==> src/rtl/fetch_unit_pkg.sv <==
// Shared types for the instruction fetch unit.
package fetch_unit_pkg;

  typedef enum logic [1:0] {
    Idle,
    Request,
    Discard,
    Misaligned
  } fetch_state_t;

  localparam logic [31:0] NopInstruction = 32'h0000_0013;

  function automatic logic addr_misaligned(input logic [1:0] lsb);
    return lsb != 2'b00;
  endfunction

endpackage

==> src/rtl/instruction_pkg.sv <==
// Instruction-encoding types shared by fetch and decode.
package instruction_pkg;

  typedef logic [6:0] opcode_t;

  localparam opcode_t OpLoad   = 7'h03;
  localparam opcode_t OpImm    = 7'h13;
  localparam opcode_t OpAuipc  = 7'h17;
  localparam opcode_t OpStore  = 7'h23;
  localparam opcode_t OpReg    = 7'h33;
  localparam opcode_t OpLui    = 7'h37;
  localparam opcode_t OpBranch = 7'h63;
  localparam opcode_t OpJalr   = 7'h67;
  localparam opcode_t OpJal    = 7'h6f;
  localparam opcode_t OpSystem = 7'h73;

endpackage

==> src/rtl/fetch_buffer.sv <==
// Synchronous FIFO holding fetched {pc, word} entries.
// Ports: clock/reset (sync, active-low), push_i/push_data_i, pop_i,
// flush_i (clears all entries, wins over push/pop), head_data_o, full_o, empty_o.
module fetch_buffer #(
  parameter int WIDTH = 96,
  parameter int DEPTH = 2
) (
  input  logic             clock,
  input  logic             reset,
  input  logic             push_i,
  input  logic [WIDTH-1:0] push_data_i,
  input  logic             pop_i,
  input  logic             flush_i,
  output logic [WIDTH-1:0] head_data_o,
  output logic             full_o,
  output logic             empty_o
);
  localparam int PtrW = $clog2(DEPTH);

  logic [WIDTH-1:0] mem_q [DEPTH];
  logic [PtrW-1:0]  rd_ptr_q, rd_ptr_d, wr_ptr_q, wr_ptr_d;
  logic [PtrW:0]    count_q, count_d;
  logic             do_push, do_pop;

  assign full_o  = count_q == (PtrW+1)'(DEPTH);
  assign empty_o = count_q == '0;
  assign do_push = push_i && !full_o && !flush_i;
  assign do_pop  = pop_i && !empty_o && !flush_i;

  always_comb begin
    rd_ptr_d = rd_ptr_q;
    wr_ptr_d = wr_ptr_q;
    count_d  = count_q;
    if (flush_i) begin
      rd_ptr_d = '0;
      wr_ptr_d = '0;
      count_d  = '0;
    end else begin
      // DEPTH is a power of two, so pointers wrap naturally.
      if (do_push) wr_ptr_d = wr_ptr_q + PtrW'(1);
      if (do_pop)  rd_ptr_d = rd_ptr_q + PtrW'(1);
      count_d = count_q + (PtrW+1)'(do_push) - (PtrW+1)'(do_pop);
    end
  end

  always_ff @(posedge clock) begin
    if (!reset) begin
      rd_ptr_q <= '0;
      wr_ptr_q <= '0;
      count_q  <= '0;
    end else begin
      rd_ptr_q <= rd_ptr_d;
      wr_ptr_q <= wr_ptr_d;
      count_q  <= count_d;
    end
  end

  always_ff @(posedge clock) begin
    if (do_push) mem_q[wr_ptr_q] <= push_data_i;
  end

  assign head_data_o = mem_q[rd_ptr_q];

endmodule

==> src/rtl/instruction_fetch_unit.sv <==
// Instruction fetch unit: reads 32-bit words over a Wishbone-classic read
// port, buffers them with their PC and presents them to decode under a
// valid/ready handshake. Redirects flush the buffer and restart fetch.
// Ports: clock, reset (sync, active-low); redirect_en/redirect_pc;
// Wishbone mem_cyc/mem_stb/mem_addr/mem_ack/mem_rd_dat; decode side
// inst_valid/inst_ready/inst/inst_pc/inst_opcode/inst_funct3/inst_funct7/
// inst_misaligned.
//
// state      | meaning
// Idle       | no bus cycle; start one when the buffer has a free slot
// Request    | bus read at fetch_pc outstanding; ack pushes the word
// Discard    | redirected while a read was outstanding; drop its ack
// Misaligned | redirect target not word aligned; report it at the head
module instruction_fetch_unit
  import fetch_unit_pkg::*;
  import instruction_pkg::*;
#(
  parameter int                  DATA_SIZE    = 64,
  parameter logic [DATA_SIZE-1:0] RESET_PC    = '0,
  parameter int                  BUFFER_DEPTH = 2
) (
  input  logic                 clock,
  input  logic                 reset,
  input  logic                 redirect_en,
  input  logic [DATA_SIZE-1:0] redirect_pc,
  output logic                 mem_cyc,
  output logic                 mem_stb,
  output logic [DATA_SIZE-1:0] mem_addr,
  input  logic                 mem_ack,
  input  logic [31:0]          mem_rd_dat,
  output logic                 inst_valid,
  input  logic                 inst_ready,
  output logic [31:0]          inst,
  output logic [DATA_SIZE-1:0] inst_pc,
  output opcode_t              inst_opcode,
  output logic [2:0]           inst_funct3,
  output logic [6:0]           inst_funct7,
  output logic                 inst_misaligned
);

  fetch_state_t           state_q, state_d;
  logic [DATA_SIZE-1:0]   fetch_pc_q, fetch_pc_d;
  logic                   push;
  logic                   buf_full, buf_empty;
  logic [DATA_SIZE+31:0]  head_data;

  fetch_buffer #(
    .WIDTH(DATA_SIZE + 32),
    .DEPTH(BUFFER_DEPTH)
  ) u_fetch_buffer (
    .clock       (clock),
    .reset       (reset),
    .push_i      (push),
    .push_data_i ({fetch_pc_q, mem_rd_dat}),
    .pop_i       (inst_valid && inst_ready),
    .flush_i     (redirect_en),
    .head_data_o (head_data),
    .full_o      (buf_full),
    .empty_o     (buf_empty)
  );

  always_comb begin
    state_d    = state_q;
    fetch_pc_d = fetch_pc_q;
    push       = 1'b0;
    unique case (state_q)
      Idle:       if (!buf_full) state_d = Request;
      Request: begin
        if (mem_ack) begin
          push       = 1'b1;
          fetch_pc_d = fetch_pc_q + DATA_SIZE'(4);
          state_d    = Idle;
        end
      end
      // fetch_pc already holds the redirect target, so its low bits
      // decide where to go once the stale cycle completes.
      Discard:    if (mem_ack) state_d = addr_misaligned(fetch_pc_q[1:0]) ? Misaligned : Idle;
      Misaligned: state_d = Misaligned;
      default:    state_d = Idle;
    endcase
    if (redirect_en) begin
      push       = 1'b0;
      fetch_pc_d = redirect_pc;
      if ((state_q == Request || state_q == Discard) && !mem_ack) state_d = Discard;
      else state_d = addr_misaligned(redirect_pc[1:0]) ? Misaligned : Idle;
    end
  end

  always_ff @(posedge clock) begin
    if (!reset) begin
      state_q    <= Idle;
      fetch_pc_q <= RESET_PC;
    end else begin
      state_q    <= state_d;
      fetch_pc_q <= fetch_pc_d;
    end
  end

  assign mem_cyc  = (state_q == Request) || (state_q == Discard);
  assign mem_stb  = mem_cyc;
  assign mem_addr = fetch_pc_q;

  always_comb begin
    inst_valid      = 1'b0;
    inst            = '0;
    inst_pc         = '0;
    inst_misaligned = 1'b0;
    if (state_q == Misaligned) begin
      inst_valid      = 1'b1;
      inst_pc         = fetch_pc_q;
      inst_misaligned = 1'b1;
    end else if (!buf_empty) begin
      inst_valid = 1'b1;
      inst       = head_data[31:0];
      inst_pc    = head_data[DATA_SIZE+31:32];
    end
  end

  assign inst_opcode = inst[6:0];
  assign inst_funct3 = inst[14:12];
  assign inst_funct7 = inst[31:25];

endmodule

==> config.mk <==
export PLATFORM = sky130hd
export DESIGN_NAME = instruction_fetch_unit
export DESIGN_NICKNAME = d
export VERILOG_FILES = /design/src/rtl/fetch_unit_pkg.sv /design/src/rtl/instruction_pkg.sv /design/src/rtl/fetch_buffer.sv /design/src/rtl/instruction_fetch_unit.sv
export SDC_FILE = /design/constraint.sdc
export NUM_CORES = 1
export LEC_CHECK = 0
export ABC_AREA = 1
export BUFFER_PORTS_ARGS = -buffer_cell sky130_fd_sc_hd__buf_2
export CAP_MARGIN = 25
export CORE_MARGIN = 2
export CORE_UTILIZATION = 43
export DETAILED_ROUTE_END_ITERATION = 10
export GPL_ROUTABILITY_DRIVEN = 0
export PLACE_DENSITY = 0.66
export SLEW_MARGIN = 20
export SYNTH_ARGS = -nofsm -noshare
export SYNTH_HDL_FRONTEND = slang
export SYNTH_SLANG_ARGS = --single-unit
==> constraint.sdc <==
create_clock -name clock -period 13.31 [get_ports clock]
set_input_delay 1.331 -clock clock [delete_from_list [all_inputs] [get_ports clock]]
set_output_delay 1.331 -clock clock [all_outputs]
set_load 0.005 [all_outputs]
# Yosys cells after proc, flatten, opt, wreduce, memory -nomap -nowiden
# Memories as Yosys holds them, arrays and structs flattened. A register that Yosys moved wholly into a read port is not among the register bits.
# Index checks and enable logic that the tools add are counted.
[totals]
reg_bits = 70
ramBits = 192
output_inout_bits = 181
wordCells = 64
memories = 1
[op_classes]
add_sub_neg = 5
eq_ne = 7
mux = 25
bitwise = 1
n_reduce_logical = 20
[mem_list]
columns = ["name", "words", "width", "read_ports", "rd_clocked_by_memory_dff", "write_ports", "line_no", "source"]
rows = [
  ["u_fetch_buffer.mem_q", 2, 96, 1, 1, 1, "fetch_buffer.sv:20", "logic [WIDTH-1:0] mem_q [DEPTH];"],
]
[ops]
columns = ["cell", "n"]
rows = [
  ["64-bit 2-to-1 mux", 5],
  ["64-bit by 3-bit adder with 64-bit output, second input constant", 1],
  ["32-bit 2-to-1 mux", 2],
  ["2-bit 2-to-1 mux", 7],
  ["1-bit 2-to-1 mux", 10],
  ["3-bit != test, second input constant", 3],
  ["2-bit case mux with 4 select lines", 1],
  ["2-bit nonzero test", 4],
  ["2-bit equality test, second input constant", 3],
  ["1-bit logical AND", 6],
  ["1-bit logical NOT", 4],
  ["2-bit logical NOT", 2],
  ["3-bit AND reduction", 1],
  ["1-bit adder, second input constant", 2],
  ["2-bit by 1-bit adder with 2-bit output", 1],
  ["2-bit by 1-bit equality test with 1-bit output, second input constant", 1],
  ["2-bit AND reduction", 1],
  ["2-bit OR reduction", 1],
  ["2-bit by 1-bit subtractor with 2-bit output", 1],
  ["1-bit logical OR", 1],
  ["1-bit inverter", 1],
]

# Logic depth before layout (Yosys ltp)
# Gate-level depths: netlist of run 1.
[depth]
word_depth = 8
mapped_depth = 12

# By module
# From an unflattened synthesis of run 1, not the netlist that was laid out.
[hier_totals]
cells_unflattened = 1455
area_unflattened_um2 = 13534.2
[modules_own_cells]
columns = ["module", "n_inst", "cells_each", "area_each_um2"]
rows = [
  ["fetch_buffer", 1, 343, 7400.8],
  ["instruction_fetch_unit", 1, 1112, 6133.4],
]

# Worst setup path after synthesis of run 1
# OpenSTA, ideal clock, no wires.
[synth_timing]
path_kind = "input to register"
from = "in redirect_en"
to = "mem u_fetch_buffer.mem_q[1][0], enable pin"
setup_time_ps = 553
arrival_time_ps = 5907
required_time_ps = 12757
path_slack_ps = 6850
path_stages = 6
path_buffers = 1
path_cell_list = "buf_2 -> nor2_1 -> inv_1 -> nor2_1 -> inv_1 -> nor2_1"
[synth_via]
elab_chain_len = 5
word_cells_on_any_way = 6
classes_between = "mux: 3; reduce/logical: 3"
[synth_lines]
columns = ["item", "line_no", "source"]
rows = [
  ["from (decl)", "instruction_fetch_unit.sv:24", "input logic redirect_en,"],
  ["1-bit 2-to-1 mux", "instruction_fetch_unit.sv:81", "if (redirect_en) begin"],
  ["1-bit logical AND", "fetch_buffer.sv:27", "assign do_push = push_i && !full_o && !flush_i;"],
  ["1-bit logical AND *", "fetch_buffer.sv:27", ""],
  ["1-bit 2-to-1 mux *", "fetch_buffer.sv:59", "if (do_push) mem_q[wr_ptr_q] <= push_data_i;"],
  ["1-bit 2-to-1 mux (implied by the code) *", "fetch_buffer.sv:59", ""],
  ["to (decl)", "fetch_buffer.sv:20", ""],
]
# Every way passes the cells marked *; elsewhere a longest branch is shown, timed or not.

# Worst setup path in the final report of run 1
[layout_timing]
from = "reg state_q[0]"
to = "out inst_pc[12]"
[layout_via]
elab_chain_len = 2
[layout_lines]
columns = ["item", "line_no", "source"]
rows = [
  ["from (decl)", "instruction_fetch_unit.sv:41", "fetch_state_t state_q, state_d;"],
  ["from (signal assigned)", "instruction_fetch_unit.sv:91", "state_q <= Idle;"],
  ["from (signal assigned)", "instruction_fetch_unit.sv:94", "state_q <= state_d;"],
  ["2-bit equality test", "instruction_fetch_unit.sv:108", "if (state_q == Misaligned) begin"],
  ["64-bit 2-to-1 mux", "instruction_fetch_unit.sv:108", ""],
  ["to (decl)", "instruction_fetch_unit.sv:34", "output logic [DATA_SIZE-1:0] inst_pc,"],
]
# Every way passes these cells.

==> flow_summary.json, run 1 <==
{
  "port_buffers": 281,
  "clk_pin_slew_ns": 0.07,
  "setup_tns_ns": 0,
  "synth_cell_types": 35,
  "place_hpwl_um": 28220,
  "design_area_mm2": 0.01531,
  "yosys_register_bits": 263,
  "cts_max_level": 1,
  "min_period_ns": 4.573,
  "root_buffer": "clkbuf_16",
  "cts_hold_buf": 0,
  "syn_inst": 1474,
  "fin_skew_ns": 0.02016,
  "syn_area_mm2": 0.01285,
  "core_mm2": 0.02956,
  "cp-end-kind": "output pin",
  "powerDensity_mw_per_mm2": 115.8,
  "nets": 1822,
  "path_cells": "ha_1, nor2_2, buf_4, inv_4, o21ai_0, buf_2",
  "final_layout_size_suffix_gt1_frac": 0.2186,
  "fp.dieH_um": 176.9,
  "grt_pass1_wl_um": 60090,
  "dpl.cell_count": 2075,
  "hold_class": "flip-flop to flip-flop",
  "row_count": 63,
  "finalCritPeriodShare": 0.3436,
  "via_per_inst": 5.246,
  "hold_viol_final": 0,
  "initial_core_util": 0.4348,
  "worst_pin_slew_ns": 0.9648,
  "drtPass1Iterations": 5,
  "die_area_mm2": 0.03129,
  "clock_path_buffers": 3,
  "drtIter0Drc": 999,
  "worst_setup_path_start_kind": "flip-flop",
  "register_area_mm2": 0.007191,
  "area_delta_synth_final_pct": 19.13,
  "grt_pass1_vias": 10189,
  "die_x_um": 176.9,
  "drv_slew": 0,
  "post_cts_buffers": 0,
  "slowest_stage": "ha_1",
  "grt_usage": 0.2490,
  "placed_cell_area_mm2": 0.01447,
  "maxCapViolations": 0,
  "synthFlopType": "edfxtp_1",
  "antenna_found_initial": 5,
  "path_max_fanout": 64,
  "gr-total-overflow": 0,
  "crit_family": "buffers and inverters",
  "routed_wl_um": 39660,
  "clock_latency_ns": 0.54,
  "critical_path_class": "flip-flop to output pin",
  "path_buf_inv": 3,
  "syn-num-nets": 1582,
  "stdcell_count": 2130,
  "ys_async_sr_fraction": 0,
  "clock_sinks": 263,
  "setup_viol": 0,
  "relSlewSlack": 0.3568,
  "multiInputGateArea_mm2": 0.004700,
  "ant_nets": 0,
  "cts_resized": 0,
  "cts_buffers": 27,
  "outcome": "finished, final reports clean",
  "post_drt_wl_per_cell_um": 18.62,
  "drc": 0,
  "fill_cells": 2790,
  "seq_area_frac_synth": 0.5591,
  "ys_warn_count": 0,
  "rsz0062_at_grt": "no",
  "power_mw": 1.773,
  "cts_tree": "built",
  "cp.arrival_ns": 3.24,
  "cp.required_ns": 11.98,
  "synth_edf_count": 192,
  "power_leakage_nw": 6.469,
  "vias": 11174,
  "cpPeakStageDelay_ns": 0.82,
  "fin_worst_hold_slack_ns": 0.4739,
  "grt_max_degree": 65,
  "max_freq_ghz": 0.2187,
  "boundaryPins": 282,
  "postSynthAreaPerCell_um2": 8.720,
  "vdd_drop_max_mv": 0.1071
}
## cell type report
type	count	share of cell area
Antenna cell	6	0.0009806
Clock buffer	38	0.04813
Clock inverter	11	0.005638
Inverter	159	0.03914
Multi-Input combinational cell	970	0.3069
Sequential cell	263	0.4696
Tap cell	390	0.03187
Timing Repair Buffer	293	0.09773
## layout by cell type (no fill, tap or decap), types with 13 or more instances in the layout
cell type	n
nand2_1	389
buf_2	281
nor2_1	209
edfxtp_1	192
inv_1	153
dfxtp_1	70
o21ai_0	66
nand3_1	63
o32ai_1	46
a21oi_1	43
a31oi_1	27
clkbuf_16	27
nor2_2	13
mux2i_1	13
## kinds of logic after synthesis
family	after synthesis	synth area share
buffers and inverters	241	0.07680
muxes	13	0.01012
and+or+nand+nor	725	0.2348
xor gates and xnor gates	13	0.008858
adders and majority gates	7	0.006814
AOI/OAI and AO/OA	212	0.1035
DFF	263	0.5591
## cell usage after synthesis (11+ instances only)
cell	number	area (um2)
nand2_1	389	1460
clkbuf_1	47	176.4
nand2_2	12	75.07
o32ai_1	46	402.9
mux2i_1	13	130.1
o211ai_1	11	82.58
nor2_2	11	68.82
inv_1	154	578.1
buf_4	18	135.1
edfxtp_1	192	5766
o21ai_0	66	330.3
buf_2	12	60.06
a21oi_1	43	215.2
dfxtp_1	71	1421
nor2_1	213	799.5
nand3_1	63	315.3
nand4_1	12	75.07
a31oi_1	27	168.9
## sequential cells by signal, indices dropped and copies added (netlist names), named ones only
| register | count |
|---|---|
| u_fetch_buffer.mem_q | 192 |
| state_q | 2 |
| u_fetch_buffer.rd_ptr_q | 1 |
| u_fetch_buffer.wr_ptr_q | 1 |
| u_fetch_buffer.count_q | 2 |
| mem_addr | 64 |
## worst min-delay path: cells and delay by family (launching register included)
family	cells	cell delay, ns
buffers and inverters	1	0.07
flip-flops	1	0.30
AO/OA/AOI/OAI	1	0.06
## final timing paths
kind	start	endpoint	cells after the start	slack [ns]
min reg2reg	u_fetch_buffer.rd_ptr_q	flip-flop	2	0.47
max reg2reg	state_q[1]	u_fetch_buffer.mem_q[1][53]	10	9.48
max	state_q[0]	inst_pc[12]	6	8.74
min	u_fetch_buffer.rd_ptr_q	flip-flop	2	0.47
## power by group
group / internal (mW) / switching (mW) / leakage, nW / total [mW]
logic: 0.0482 / 0.0786 / 3.73 / 0.127
clock network: 0.404 / 0.310 / 0.392 / 0.714
registers: 0.901 / 0.0319 / 2.35 / 0.933
total: 1.35 / 0.420 / 6.47 / 1.77
## per-layer routing
layer	share of wire	wire length, um	global-route usage	up-vias
met4	0.036	1416	0.09194	0
met1	0.43	17170	0.3461	5188
li1	-	-	-	5400
met3	0.080	3172	0.04210	82
met5	0	0	0	-
met2	0.45	17900	0.3919	504
## per-stage QoR
stage               worst slack, ns  utilization
CTS                           8.694       0.5175
floorplan                     6.850            -
global placement              8.748       0.4896
detailed placement            8.687       0.4897
finish                        8.737       0.5180
global route                  8.489       0.5177
No activity file was read; power rests on OpenSTA's default activity.
==> inputs of run 2 (changes only) <==
Settings changed: PLACE_DENSITY 0.66 to 0.68.
Clock period 13.31 ns to 4.1 ns, I/O delays scaled along.
==> flow_summary.json, run 2 (synthesis gave the netlist of run 1 again) <==
{
  "rsz0062_at_grt": "no",
  "drtIter0Drc": 1034,
  "post_cts_buffers": 0,
  "cts_buffers": 29,
  "largest_reg_flops": 192,
  "gr-total-overflow": 0,
  "fp.dieH_um": 176.9,
  "row_count": 63,
  "grt_pass1_wl_um": 61840,
  "fin_skew_ns": 0.01036,
  "clock_sinks": 263,
  "worst-r2r-setup-slack_ns": 1.21,
  "routed_wl_um": 40430,
  "via_per_inst": 5.333,
  "port_buffers": 281,
  "n_antenna_cell": 0,
  "drc": 0,
  "critical_path_class": "flip-flop to output pin",
  "top_register": "u_fetch_buffer.mem_q",
  "vias": 11387,
  "cts_max_level": 1,
  "hold_class": "input pin to flip-flop",
  "stdcell_count": 2135,
  "grt_usage": 0.2563,
  "worst_pin_slew_ns": 0.8896,
  "max_freq_ghz": 0.2905,
  "hold_viol_final": 0,
  "core_mm2": 0.02956,
  "min_period_ns": 3.442,
  "fill_cells": 2783,
  "path_max_fanout": 36,
  "power_mw": 6.363,
  "cts_tree": "built",
  "outcome": "finished, final reports clean",
  "die_x_um": 176.9,
  "root_buffer": "clkbuf_16",
  "ant_nets": 0,
  "setup_viol": 0,
  "relSlewSlack": 0.4063,
  "final_common_cell": "nand2_1",
  "fin_util": 0.5284,
  "initial_core_util": 0.4348,
  "power_leakage_nw": 6.637,
  "die_area_mm2": 0.03129,
  "setup_tns_ns": 0,
  "final_cell_mix": "389 x nand2_1, 281 x buf_2, 209 x nor2_1",
  "drv_slew": 0,
  "cp.arrival_ns": 3.03,
  "clk_pin_slew_ns": 0.07,
  "fin_worst_hold_slack_ns": 0.04359,
  "powerDensity_mw_per_mm2": 407.4,
  "cts_hold_buf": 0,
  "cp-end-kind": "output pin",
  "antenna_found_initial": 1,
  "clock_path_buffers": 3,
  "cp.required_ns": 3.69,
  "finalCritPeriodShare": 0.8395,
  "boundaryPins": 282,
  "worst_setup_path_start_kind": "flip-flop",
  "vdd_drop_max_mv": 0.3233,
  "area_delta_synth_final_pct": 21.52,
  "dpl.cell_count": 2081,
  "nets": 1831,
  "cts_resized": 0,
  "place_hpwl_um": 28740,
  "grt_max_degree": 67,
  "maxCapViolations": 0,
  "grt_pass1_vias": 10852,
  "post_drt_wl_per_cell_um": 18.94,
  "clock_latency_ns": 0.56,
  "final_layout_size_suffix_gt1_frac": 0.2292,
  "drtPass1Iterations": 6
}
-- run 2: cell types whose count changed in the layout (fill, tap and decap cells not counted), sizes merged --
cell / delta
buf: +7
bufinv: +7
clkbuf: -7
clkinv: +1
clkinvlp: +1
diode: -6
inv: +2
-- run 2: layer usage --
layer,up-vias,share of wire,wire (um),track usage
met5,-,0.00030,12,0
met4,2,0.041,1642,0.1012
met3,94,0.085,3446,0.04253
met2,571,0.45,18280,0.4141
met1,5302,0.42,17050,0.3449
li1,5418,-,-,-
-- run 2: cell type report --
type	count	area, um2	area share
inverters	159	596.8	0.03821
multi-input cells	970	4700	0.3009
repair buffers	300	1582	0.1012
clock inverters	22	330.3	0.02115
flip-flops and latches	263	7191	0.4603
well taps	390	488.0	0.03124
clock buffers	31	733.2	0.04694
-- run 2: worst paths after layout --
check | start | end | cells past startpoint
max reg2reg | state_q[1] | u_fetch_buffer.mem_q[1][68] | 10
min reg2reg | u_fetch_buffer.rd_ptr_q | u_fetch_buffer.rd_ptr_q | 2
min | mem_rd_dat[6] | u_fetch_buffer.mem_q[1][6] | 1
max | state_q[0] | inst_pc[53] | 8
-- run 2: worst max-delay path: stages, from the launching register on --
cell and delay (ns):
dfxtp_1 0.38, ha_1 0.17, buf_4 0.26, nor2_2 0.06, buf_4 0.24, inv_2 0.55, buf_4 0.49, o32ai_1 0.14
buf_2 0.16
-- run 2: metrics by stage --
stage | worst slack (ns) | cell area (um2)
6_report | 0.6582 | 15620
5_1_grt | 0.4474 | 15620
4_1_cts | 0.5933 | 15610
3_5_place_dp | 1.201 | 14540
3_3_place_gp | 1.313 | 14520
2_1_floorplan | 0.08280 | 12860
-- run 2: report_power, final --
group	switching [mW]	leakage [nW]	total, mW	internal, mW
clock	1.10	0.513	2.91	1.80
sequential	0.103	2.35	3.03	2.92
combinational	0.270	3.78	0.431	0.162
total	1.48	6.64	6.36	4.89
==> inputs of run 3 (changes only) <==
Settings changed: ABC_AREA 1 to 0, PLACE_DENSITY 0.68 to 0.69.
Clock period 4.1 ns to 3.1 ns, I/O delays scaled along.
==> flow_summary.json, run 3 <==
{
  "root_buffer": "clkbuf_16",
  "post_drt_wl_per_cell_um": 19.35,
  "cp-end-kind": "output pin",
  "fill_cells": 2387,
  "ys_async_sr_fraction": 0,
  "synth_most_common_cell": "edfxtp_1",
  "rsz0062_at_grt": "no",
  "vdd_drop_max_mv": 0.4694,
  "core_mm2": 0.02763,
  "final_cell_mix": "281 x buf_2, 192 x edfxtp_1, 116 x o21ai_0",
  "via_per_inst": 5.461,
  "critical_path_class": "flip-flop to output pin",
  "setup_viol": 0,
  "yosys_register_bits": 263,
  "relSlewSlack": 0.3876,
  "grt_pass1_vias": 8884,
  "clock_sinks": 263,
  "post-place-ws_ns": 0.5067,
  "worst_pin_slew_ns": 0.9162,
  "cts_resized": 0,
  "fin_skew_ns": 0.01039,
  "drv_slew": 0,
  "nets": 1445,
  "min_period_ns": 2.674,
  "max_freq_ghz": 0.3740,
  "vias": 9496,
  "seq_area_frac_synth": 0.5996,
  "synthFlopType": "edfxtp_1",
  "hold_viol_final": 0,
  "cp.arrival_ns": 2.36,
  "worst_setup_path_start_kind": "flip-flop",
  "post_cts_buffers": 0,
  "synthTopCellsByCount": "192 x edfxtp_1, 116 x o21ai_0, 102 x nand2_1",
  "clock_path_buffers": 3,
  "fin_ws_ns": 0.4262,
  "final_common_cell": "buf_2",
  "drtPass1Iterations": 5,
  "path_max_fanout": 33,
  "cts_max_level": 1,
  "routed_wl_um": 33650,
  "top_register": "u_fetch_buffer.mem_q",
  "clock_latency_ns": 0.53,
  "die_x_um": 171.0,
  "gr-total-overflow": 0,
  "synth_top_area_share": 0.4811,
  "fin_util": 0.5456,
  "die_area_mm2": 0.02922,
  "placed_cell_area_mm2": 0.01381,
  "grt_usage": 0.2188,
  "area_delta_synth_final_pct": 25.78,
  "fin_worst_hold_slack_ns": 0.02363,
  "synth_top_area_cell": "edfxtp_1",
  "drc": 0,
  "finalCritPeriodShare": 0.8625,
  "maxCapViolations": 0,
  "synth_cell_types": 49,
  "boundaryPins": 282,
  "clk_pin_slew_ns": 0.06,
  "register_area_mm2": 0.007192,
  "powerDensity_mw_per_mm2": 516.4,
  "port_buffers": 281,
  "design_area_mm2": 0.01507,
  "syn_area_mm2": 0.01199,
  "largest_reg_flops": 192,
  "synth_edf_count": 192,
  "hold_class": "input pin to flip-flop",
  "cp.required_ns": 2.79,
  "grt_pass1_wl_um": 49760,
  "fp.dieH_um": 171.0,
  "row_count": 61,
  "place_hpwl_um": 22030,
  "outcome": "finished, final reports clean",
  "cts_buffers": 28,
  "setup_tns_ns": 0,
  "ant_nets": 0,
  "cts_tree": "built",
  "syn_inst": 1042,
  "postSynthAreaPerCell_um2": 11.50,
  "grt_max_degree": 68,
  "multiInputGateArea_mm2": 0.004384,
  "power_leakage_nw": 5.658,
  "initial_core_util": 0.4338,
  "syn-num-nets": 1150,
  "antenna_found_initial": 1,
  "ys_warn_count": 0,
  "ys_top_cells_by_area": "edfxtp_1 48%, dfxtp_1 12%, mux2i_1 8.4%",
  "drtIter0Drc": 820,
  "final_layout_size_suffix_gt1_frac": 0.2693
}
run 3: repair_timing:
| item | in CTS | in global routing |
|---|---|---|
| hold buffers | 39 | 0 |
| hold endpoints to repair | 71 | 0 |
| endpoints found under the setup margin | 0 | 0 |
run 3: layout make-up:
cell class,instances,area share
Clock inverter,14,0.005893
Timing Repair Buffer,351,0.1388
Sequential cell,263,0.4771
Inverter,16,0.003984
Antenna cell,2,0.0003320
Tap cell,378,0.03137
Multi-Input combinational cell,677,0.2908
Clock buffer,38,0.05171
run 3: path summary, 6_finish.rpt:
| kind | startpoint | endpoint | cells after the start | slack [ns] |
|---|---|---|---|---|
| max reg2reg | mem_addr[6] | mem_addr[53] | 5 | 0.46 |
| max | u_fetch_buffer.count_q[0] | inst_pc[12] | 4 | 0.43 |
| min reg2reg | u_fetch_buffer.rd_ptr_q | flip-flop | 2 | 0.51 |
| min | redirect_pc[8] | mem_addr[8] | 2 | 0.02 |
run 3: routing by layer:
| metal | GRT usage | wire length [um] | vias up |
|---|---|---|---|
| met3 | 0.03747 | 2775 | 58 |
| li1 | - | - | 4461 |
| met5 | 0 | 0 | - |
| met1 | 0.2963 | 14310 | 4545 |
| met2 | 0.3600 | 15680 | 432 |
| met4 | 0.06817 | 877 | 0 |
run 3: stage by stage:
step	power (mW)	std cells
4_1_cts	7.858	1737
3_5_place_dp	4.662	1646
5_1_grt	8.066	1737
2_1_floorplan	4.364	1042
3_3_place_gp	4.646	1646
6_report	7.784	1739
run 3: power by group:
group	switching [mW]	total [mW]	internal, mW
clock	1.32	3.15	1.83
combinational	0.327	0.606	0.279
sequential	0.140	4.03	3.89
run 3: kinds of logic (layout without fill, tap and decap cells):
logic type,Yosys count,count (layout),synth area share
and+or+nand+nor,333,333,0.1433
DFF,263,263,0.5996
AOI/OAI and AO/OA,192,192,0.09510
buffers and inverters,102,419,0.03821
muxes,100,100,0.08352
xor gates and xnor gates,45,45,0.03288
adders and majority gates,7,7,0.007307
other,0,2,0
run 3: critical path, stage by stage, from the launching register on:
cell	delay (ns)
dfxtp_1	0.36
o21bai_4	0.75
buf_4	0.38
o21ai_0	0.18
buf_2	0.16
